--- src/rtl/mastermind_pkg.sv ---
// Shared types and width helpers for the Mastermind game engine.
package mastermind_pkg;

    typedef enum logic [2:0] {
        ST_IDLE   = 3'd0,
        ST_PLAY   = 3'd1,
        ST_EXACT  = 3'd2,
        ST_MATCH  = 3'd3,
        ST_REPORT = 3'd4,
        ST_WON    = 3'd5,
        ST_LOST   = 3'd6
    } state_e;

    localparam int DEFAULT_TICK_DIV = 50_000_000;

    // Bits needed to hold a count in 0..n.
    function automatic int cnt_w(input int n);
        return $clog2(n + 1);
    endfunction

    // Bits needed to index n items (at least one bit).
    function automatic int idx_w(input int n);
        return (n > 1) ? $clog2(n) : 1;
    endfunction

endpackage

--- src/rtl/mastermind_tick_divider.sv ---
// Countdown-rate divider: one-cycle tick every DIV cycles, restarted by clr_i.
// Free-running, no backpressure; clr_i in the same cycle suppresses the tick.
module tick_divider #(
    parameter int DIV = 2
) (
    input  logic clk_i,
    input  logic rst_ni,
    input  logic clr_i,
    output logic tick_o
);

    localparam int CW = $clog2(DIV);

    logic [CW-1:0] cnt_q, cnt_d;

    // Zero is the reload state, so a cleared divider waits a full DIV cycles.
    always_comb begin
        if (clr_i) begin
            cnt_d = '0;
        end else if (cnt_q == '0) begin
            cnt_d = CW'(DIV - 1);
        end else begin
            cnt_d = cnt_q - 1'b1;
        end
    end

    always_ff @(posedge clk_i or negedge rst_ni) begin
        if (!rst_ni) begin
            cnt_q <= '0;
        end else begin
            cnt_q <= cnt_d;
        end
    end

    assign tick_o = !clr_i && (cnt_q == CW'(1));

endmodule

--- src/rtl/mastermind_core.sv ---
// Mastermind engine: scores a guess in SLOTS+2 cycles (exact pass, one MATCH cycle per slot).
// Guesses are only accepted in PLAY with time left; load_secret restarts the game from any state.
module mastermind_core
    import mastermind_pkg::*;
#(
    parameter int SLOTS      = 4,
    parameter int SYM_W      = 4,
    parameter int MAX_TRIES  = 10,
    parameter int TIME_LIMIT = 99,
    parameter int TICK_DIV   = DEFAULT_TICK_DIV
) (
    input  logic                            CLOCK_50,
    input  logic                            reset_n,
    input  logic                            load_secret,
    input  logic [SLOTS*SYM_W-1:0]          secret,
    input  logic                            guess_valid,
    input  logic [SLOTS*SYM_W-1:0]          guess,
    output logic                            guess_ready,
    output logic                            score_valid,
    output logic [cnt_w(SLOTS)-1:0]         exact,
    output logic [cnt_w(SLOTS)-1:0]         partial,
    output logic [3:0]                      tries_left,
    output logic [cnt_w(TIME_LIMIT)-1:0]    time_left,
    output logic                            won,
    output logic                            lost,
    output logic [2:0]                      state
);

    localparam int CNT_W  = cnt_w(SLOTS);
    localparam int TIME_W = cnt_w(TIME_LIMIT);
    localparam int IDX_W  = idx_w(SLOTS);

    state_e                 state_q, state_d;
    logic [SLOTS*SYM_W-1:0] secret_q, secret_d;
    logic [SLOTS*SYM_W-1:0] guess_q, guess_d;
    logic [SLOTS-1:0]       m_q, m_d;
    logic [SLOTS-1:0]       u_q, u_d;
    logic [IDX_W-1:0]       idx_q, idx_d;
    logic [CNT_W-1:0]       exact_q, exact_d;
    logic [CNT_W-1:0]       partial_q, partial_d;
    logic [3:0]             tries_q, tries_d;
    logic [TIME_W-1:0]      time_q, time_d;
    logic                   won_q, won_d;
    logic                   lost_q, lost_d;

    logic                   tick;
    logic                   clr_div;
    logic                   timed;
    logic [SYM_W-1:0]       sec_s [SLOTS];
    logic [SYM_W-1:0]       gue_s [SLOTS];
    logic [SLOTS-1:0]       exact_m;
    logic [CNT_W-1:0]       exact_cnt;
    logic [SLOTS-1:0]       hit;
    logic                   found;

    tick_divider #(.DIV(TICK_DIV)) u_div (
        .clk_i  (CLOCK_50),
        .rst_ni (reset_n),
        .clr_i  (clr_div),
        .tick_o (tick)
    );

    always_comb begin
        exact_m   = '0;
        exact_cnt = '0;
        for (int i = 0; i < SLOTS; i++) begin
            sec_s[i]   = secret_q[i*SYM_W +: SYM_W];
            gue_s[i]   = guess_q[i*SYM_W +: SYM_W];
            exact_m[i] = (sec_s[i] == gue_s[i]);
            exact_cnt  = exact_cnt + CNT_W'(exact_m[i]);
        end
    end

    // Lowest free secret slot holding the current guess symbol, one-hot.
    always_comb begin
        hit   = '0;
        found = 1'b0;
        for (int j = 0; j < SLOTS; j++) begin
            if (!found && !m_q[j] && !u_q[j] && (sec_s[j] == gue_s[idx_q])) begin
                found  = 1'b1;
                hit[j] = 1'b1;
            end
        end
    end

    assign timed       = (state_q == ST_PLAY) || (state_q == ST_EXACT) ||
                         (state_q == ST_MATCH) || (state_q == ST_REPORT);
    assign guess_ready = (state_q == ST_PLAY) && (time_q != '0) && !load_secret;

    always_comb begin
        state_d   = state_q;
        secret_d  = secret_q;
        guess_d   = guess_q;
        m_d       = m_q;
        u_d       = u_q;
        idx_d     = idx_q;
        exact_d   = exact_q;
        partial_d = partial_q;
        tries_d   = tries_q;
        time_d    = time_q;
        won_d     = won_q;
        lost_d    = lost_q;
        clr_div   = 1'b0;

        if (tick && timed && (time_q != '0)) begin
            time_d = time_q - 1'b1;
        end

        case (state_q)
            ST_PLAY: begin
                if (guess_valid && guess_ready) begin
                    guess_d   = guess;
                    tries_d   = tries_q - 1'b1;
                    exact_d   = '0;
                    partial_d = '0;
                    state_d   = ST_EXACT;
                end else if (time_q == '0) begin
                    lost_d  = 1'b1;
                    state_d = ST_LOST;
                end
            end
            ST_EXACT: begin
                m_d     = exact_m;
                exact_d = exact_cnt;
                u_d     = '0;
                idx_d   = '0;
                state_d = ST_MATCH;
            end
            ST_MATCH: begin
                if (!m_q[idx_q] && found) begin
                    u_d       = u_q | hit;
                    partial_d = partial_q + 1'b1;
                end
                if (idx_q == IDX_W'(SLOTS - 1)) begin
                    state_d = ST_REPORT;
                end else begin
                    idx_d = idx_q + 1'b1;
                end
            end
            ST_REPORT: begin
                // A full match wins even if the clock ran out during scoring.
                if (exact_q == CNT_W'(SLOTS)) begin
                    won_d   = 1'b1;
                    state_d = ST_WON;
                end else if ((tries_q == '0) || (time_q == '0)) begin
                    lost_d  = 1'b1;
                    state_d = ST_LOST;
                end else begin
                    state_d = ST_PLAY;
                end
            end
            default: ;
        endcase

        if (load_secret) begin
            secret_d  = secret;
            tries_d   = 4'(MAX_TRIES);
            time_d    = TIME_W'(TIME_LIMIT);
            won_d     = 1'b0;
            lost_d    = 1'b0;
            exact_d   = '0;
            partial_d = '0;
            clr_div   = 1'b1;
            state_d   = ST_PLAY;
        end
    end

    always_ff @(posedge CLOCK_50 or negedge reset_n) begin
        if (!reset_n) begin
            state_q   <= ST_IDLE;
            secret_q  <= '0;
            guess_q   <= '0;
            m_q       <= '0;
            u_q       <= '0;
            idx_q     <= '0;
            exact_q   <= '0;
            partial_q <= '0;
            tries_q   <= 4'(MAX_TRIES);
            time_q    <= TIME_W'(TIME_LIMIT);
            won_q     <= 1'b0;
            lost_q    <= 1'b0;
        end else begin
            state_q   <= state_d;
            secret_q  <= secret_d;
            guess_q   <= guess_d;
            m_q       <= m_d;
            u_q       <= u_d;
            idx_q     <= idx_d;
            exact_q   <= exact_d;
            partial_q <= partial_d;
            tries_q   <= tries_d;
            time_q    <= time_d;
            won_q     <= won_d;
            lost_q    <= lost_d;
        end
    end

    assign score_valid = (state_q == ST_REPORT);
    assign exact       = exact_q;
    assign partial     = partial_q;
    assign tries_left  = tries_q;
    assign time_left   = time_q;
    assign won         = won_q;
    assign lost        = lost_q;
    assign state       = state_q;

endmodule

--- config.mk ---
export PLATFORM = sky130hd
export DESIGN_NAME = mastermind_core
export DESIGN_NICKNAME = d
export VERILOG_FILES = /design/src/rtl/mastermind_pkg.sv /design/src/rtl/mastermind_tick_divider.sv /design/src/rtl/mastermind_core.sv
export SDC_FILE = /design/constraint.sdc
export NUM_CORES = 1
export LEC_CHECK = 0
export BUFFER_PORTS_ARGS = -buffer_cell sky130_fd_sc_hd__buf_2
export CAP_MARGIN = 20
export CORE_MARGIN = 2
export CORE_UTILIZATION = 40
export CTS_CLUSTER_DIAMETER = 100
export DETAILED_ROUTE_END_ITERATION = 8
export GPL_TIMING_DRIVEN = 1
export HOLD_SLACK_MARGIN = 0.05
export PLACE_DENSITY = 0.59
export SYNTH_ARGS = -nofsm -noshare
export SYNTH_HDL_FRONTEND = slang
export SYNTH_SLANG_ARGS = --single-unit
--- constraint.sdc ---
create_clock -name CLOCK_50 -period 3.95 [get_ports CLOCK_50]
set_input_delay 0.79 -clock CLOCK_50 [delete_from_list [all_inputs] [get_ports CLOCK_50]]
set_output_delay 0.79 -clock CLOCK_50 [all_outputs]
set_load 0.005 [all_outputs]
==> results.cfg <==
[layout]
final_common_cell = nand2_1
stdcell_count = 667
n_antenna_cell = 0
fin_util = 0.474
drive_gt1_frac = 0.219
fill_cells = 1091
synthToLayoutAreaGrowth_pct = 15.7
fin_nets = 565
layout_common_cells = nand2_1, dfrtp_1, buf_2

[logic_synthesis]
async_flop_share = 1.00
yosysWarnings = 0
synth.distinct_cells = 54
synth_area_leaders = dfrtp_1, nand2_1, xor2_1
syn_inst = 463
yosysSeqAreaShare = 0.485
yosys_most_used_dff = dfrtp_1
yosys_register_bits = 90
synth_top_area_share = 0.451
syn_area_sq_mm = 0.00466
synth_largest_area_cell = dfrtp_1
synth_nets = 509
avgSynthCellArea_sq_um = 10.1
synth_edf_count = 0

[clock_network]
cts_root_buf = clkbuf_16
cts_made_buffers = 9
clock_path_buffers = 2
h-tree-depth = 3
cts_hold_buf = 0
clock_latency_ns = 0.35
cts.sinks = 90
cts_resized = 0
clk_pin_slew_ns = 0.06
cts_tree = done
post_cts_buffers = 0

[route]
drt_wl_total_um = 10500
drt_iter0_markers = 159
viasPerCell = 5.18
antenna_left = 0
drc = 0
wire_per_inst_um = 15.7
drtPass1Iterations = 4
num_vias = 3452

[critical_path]
path_delay_family = simple AND/OR/NAND/NOR gates
startpoint_type = register
crit_path_end_kind = output port
worstPathBufferInverterCount = 2
slowest_delay_ns = 0.55
rr_endpoint = partial[2]$_DFFE_PN0P_
cp_cell_sequence = inv_1 -> ha_1 -> nor2b_1 -> and2_1 -> nor4b_1 -> buf_2
ff2ff_setup_slack_ns = 1.24
timing.rr.start = time_left[0]$_DFFE_PN1P_
criticalPathCategory = register to output port
critPathRequiredTime_ns = 3.16
crit_slowest_cell = dfstp_2
reg2reg_depth = 9
cp_data_arrival_time_ns = 2.10
cp_max_fo = 4

[timing]
finalSetupViolCount = 0
period_minus_slack_ns = 2.89
hold_viol = 0
timing.slew.headroom = 0.445
period_share = 0.731
slew_violations = 0
setup_tns_ns = 0
clock_skew_ns = 0.00781
tightest_slew_ns = 0.824
fmax_mhz = 346
rsz0062_at_grt = no

[global_routing]
antenna_found_initial = 0
grt_max_degree = 51
overflow = 0
grt_usage = 0.178
grt_pass1_vias = 3449
grt_pass1_wl_um = 17500

[flow_run]
maxCapViolCount = 0

[power_and_ir_drop]
leakage_nw = 2.55
ir_drop_mv = 0.312
power_density_mw_per_mm2 = 759
total_power_mw = 4.09

[floorplanning]
die_y_um = 112
row_count = 39
core_sq_mm = 0.0114
start_util = 0.410
die_w_um = 112
io_pins = 60
die_area_sq_mm = 0.0125

[run_status]
status = complete, no violations

[place]
place_congestion = 0.820
io_buffers = 59
hpwl_um = 7520
place_inst = 651

[min_path]
hp-class = primary input to asynchronous set/reset pin
==> power breakdown <==
part	internal [mW]	switching, mW	leakage [nW]
combinational	0.748	0.891	1.24
clock	0.541	0.345	0.153
sequential	1.21	0.352	1.15
total	2.50	1.59	2.55
==> cells in the mapped netlist, types with 3 or more instances <==
| master | count |
|---|---|
| inv_1 | 11 |
| mux2i_1 | 3 |
| nor4_4 | 3 |
| ha_1 | 9 |
| o211ai_1 | 3 |
| mux4_2 | 4 |
| nor4_1 | 8 |
| nor3_1 | 10 |
| nor2_1 | 46 |
| mux2_2 | 17 |
| or3_1 | 8 |
| nand3_1 | 10 |
| o21ai_0 | 6 |
| a21oi_1 | 23 |
| dfrtp_1 | 84 |
| nor2b_1 | 4 |
| xor2_1 | 34 |
| buf_2 | 3 |
| dfstp_2 | 6 |
| nand2_1 | 89 |
| xnor2_1 | 27 |
| nor4_2 | 3 |
| clkbuf_1 | 12 |
==> logic make-up (layout without fill, tap and decap cells) <==
| family | count (synthesis) | count (layout) | synth area share |
|---|---|---|---|
| and+or+nand+nor | 200 | 200 | 0.209 |
| AOI/OAI and AO/OA | 47 | 47 | 0.0618 |
| buffers and inverters | 30 | 91 | 0.0282 |
| xor gates and xnor gates | 61 | 61 | 0.115 |
| muxes | 25 | 25 | 0.0725 |
| DFF | 90 | 90 | 0.485 |
| adders and majority gates | 10 | 10 | 0.0285 |
==> through the flow <==
| stage | hold slack [ns] | setup slack, ns | cell area [sq um] |
|---|---|---|---|
| finish | 0.446 | 1.06 | 5390 |
| global route | 0.497 | 0.912 | 5390 |
| CTS | 0.474 | 1.03 | 5390 |
| detailed placement | 0.491 | 1.18 | 5080 |
| global placement | 0.482 | 1.32 | 5080 |
| floorplan | 0.480 | 1.65 | 4660 |
==> state kept, by name (all words and copies together) (netlist names), 2 cells and up <==
name,flops
m_q,4
state,3
guess_q,16
partial,3
idx_q,2
u_div.cnt_q,26
secret_q,16
tries_left,4
time_left,7
u_q,4
exact,3
==> cell type report <==
type | count | area, sq um | area share
inverters | 12 | 45.0 | 0.00836
clock inverters | 2 | 35.0 | 0.00650
flip-flops and latches | 90 | 2260 | 0.420
well taps | 143 | 179 | 0.0332
multi-input cells | 343 | 2270 | 0.421
clock buffers | 14 | 274 | 0.0509
repair buffers | 63 | 328 | 0.0609
==> routing by layer <==
metal,global-route usage,vias to the layer above,wire length [um],share of wire
met3,0.0408,12,507,0.048
met2,0.253,83,4580,0.44
met1,0.262,1674,5190,0.50
met5,0,-,0,0
li1,-,1683,-,-
met4,0.0716,0,180,0.017
==> worst max path at each step <==
stage                                        end                startpoint  depth (start not counted)
final                                guess_ready  time_left[0]$_DFFE_PN1P_                          6
after global routing                 guess_ready  time_left[0]$_DFFE_PN1P_                          6
after CTS                            guess_ready  time_left[0]$_DFFE_PN1P_                          6
after detailed placement  partial[2]$_DFFE_PN0P_  time_left[0]$_DFFE_PN1P_                          9
after global placement    partial[2]$_DFFE_PN0P_  time_left[0]$_DFFE_PN1P_                          9
after floorplan           guess_q[0]$_DFFE_PN0P_  time_left[0]$_DFFE_PN1P_                         10
(Power assumes the default switching activity.)
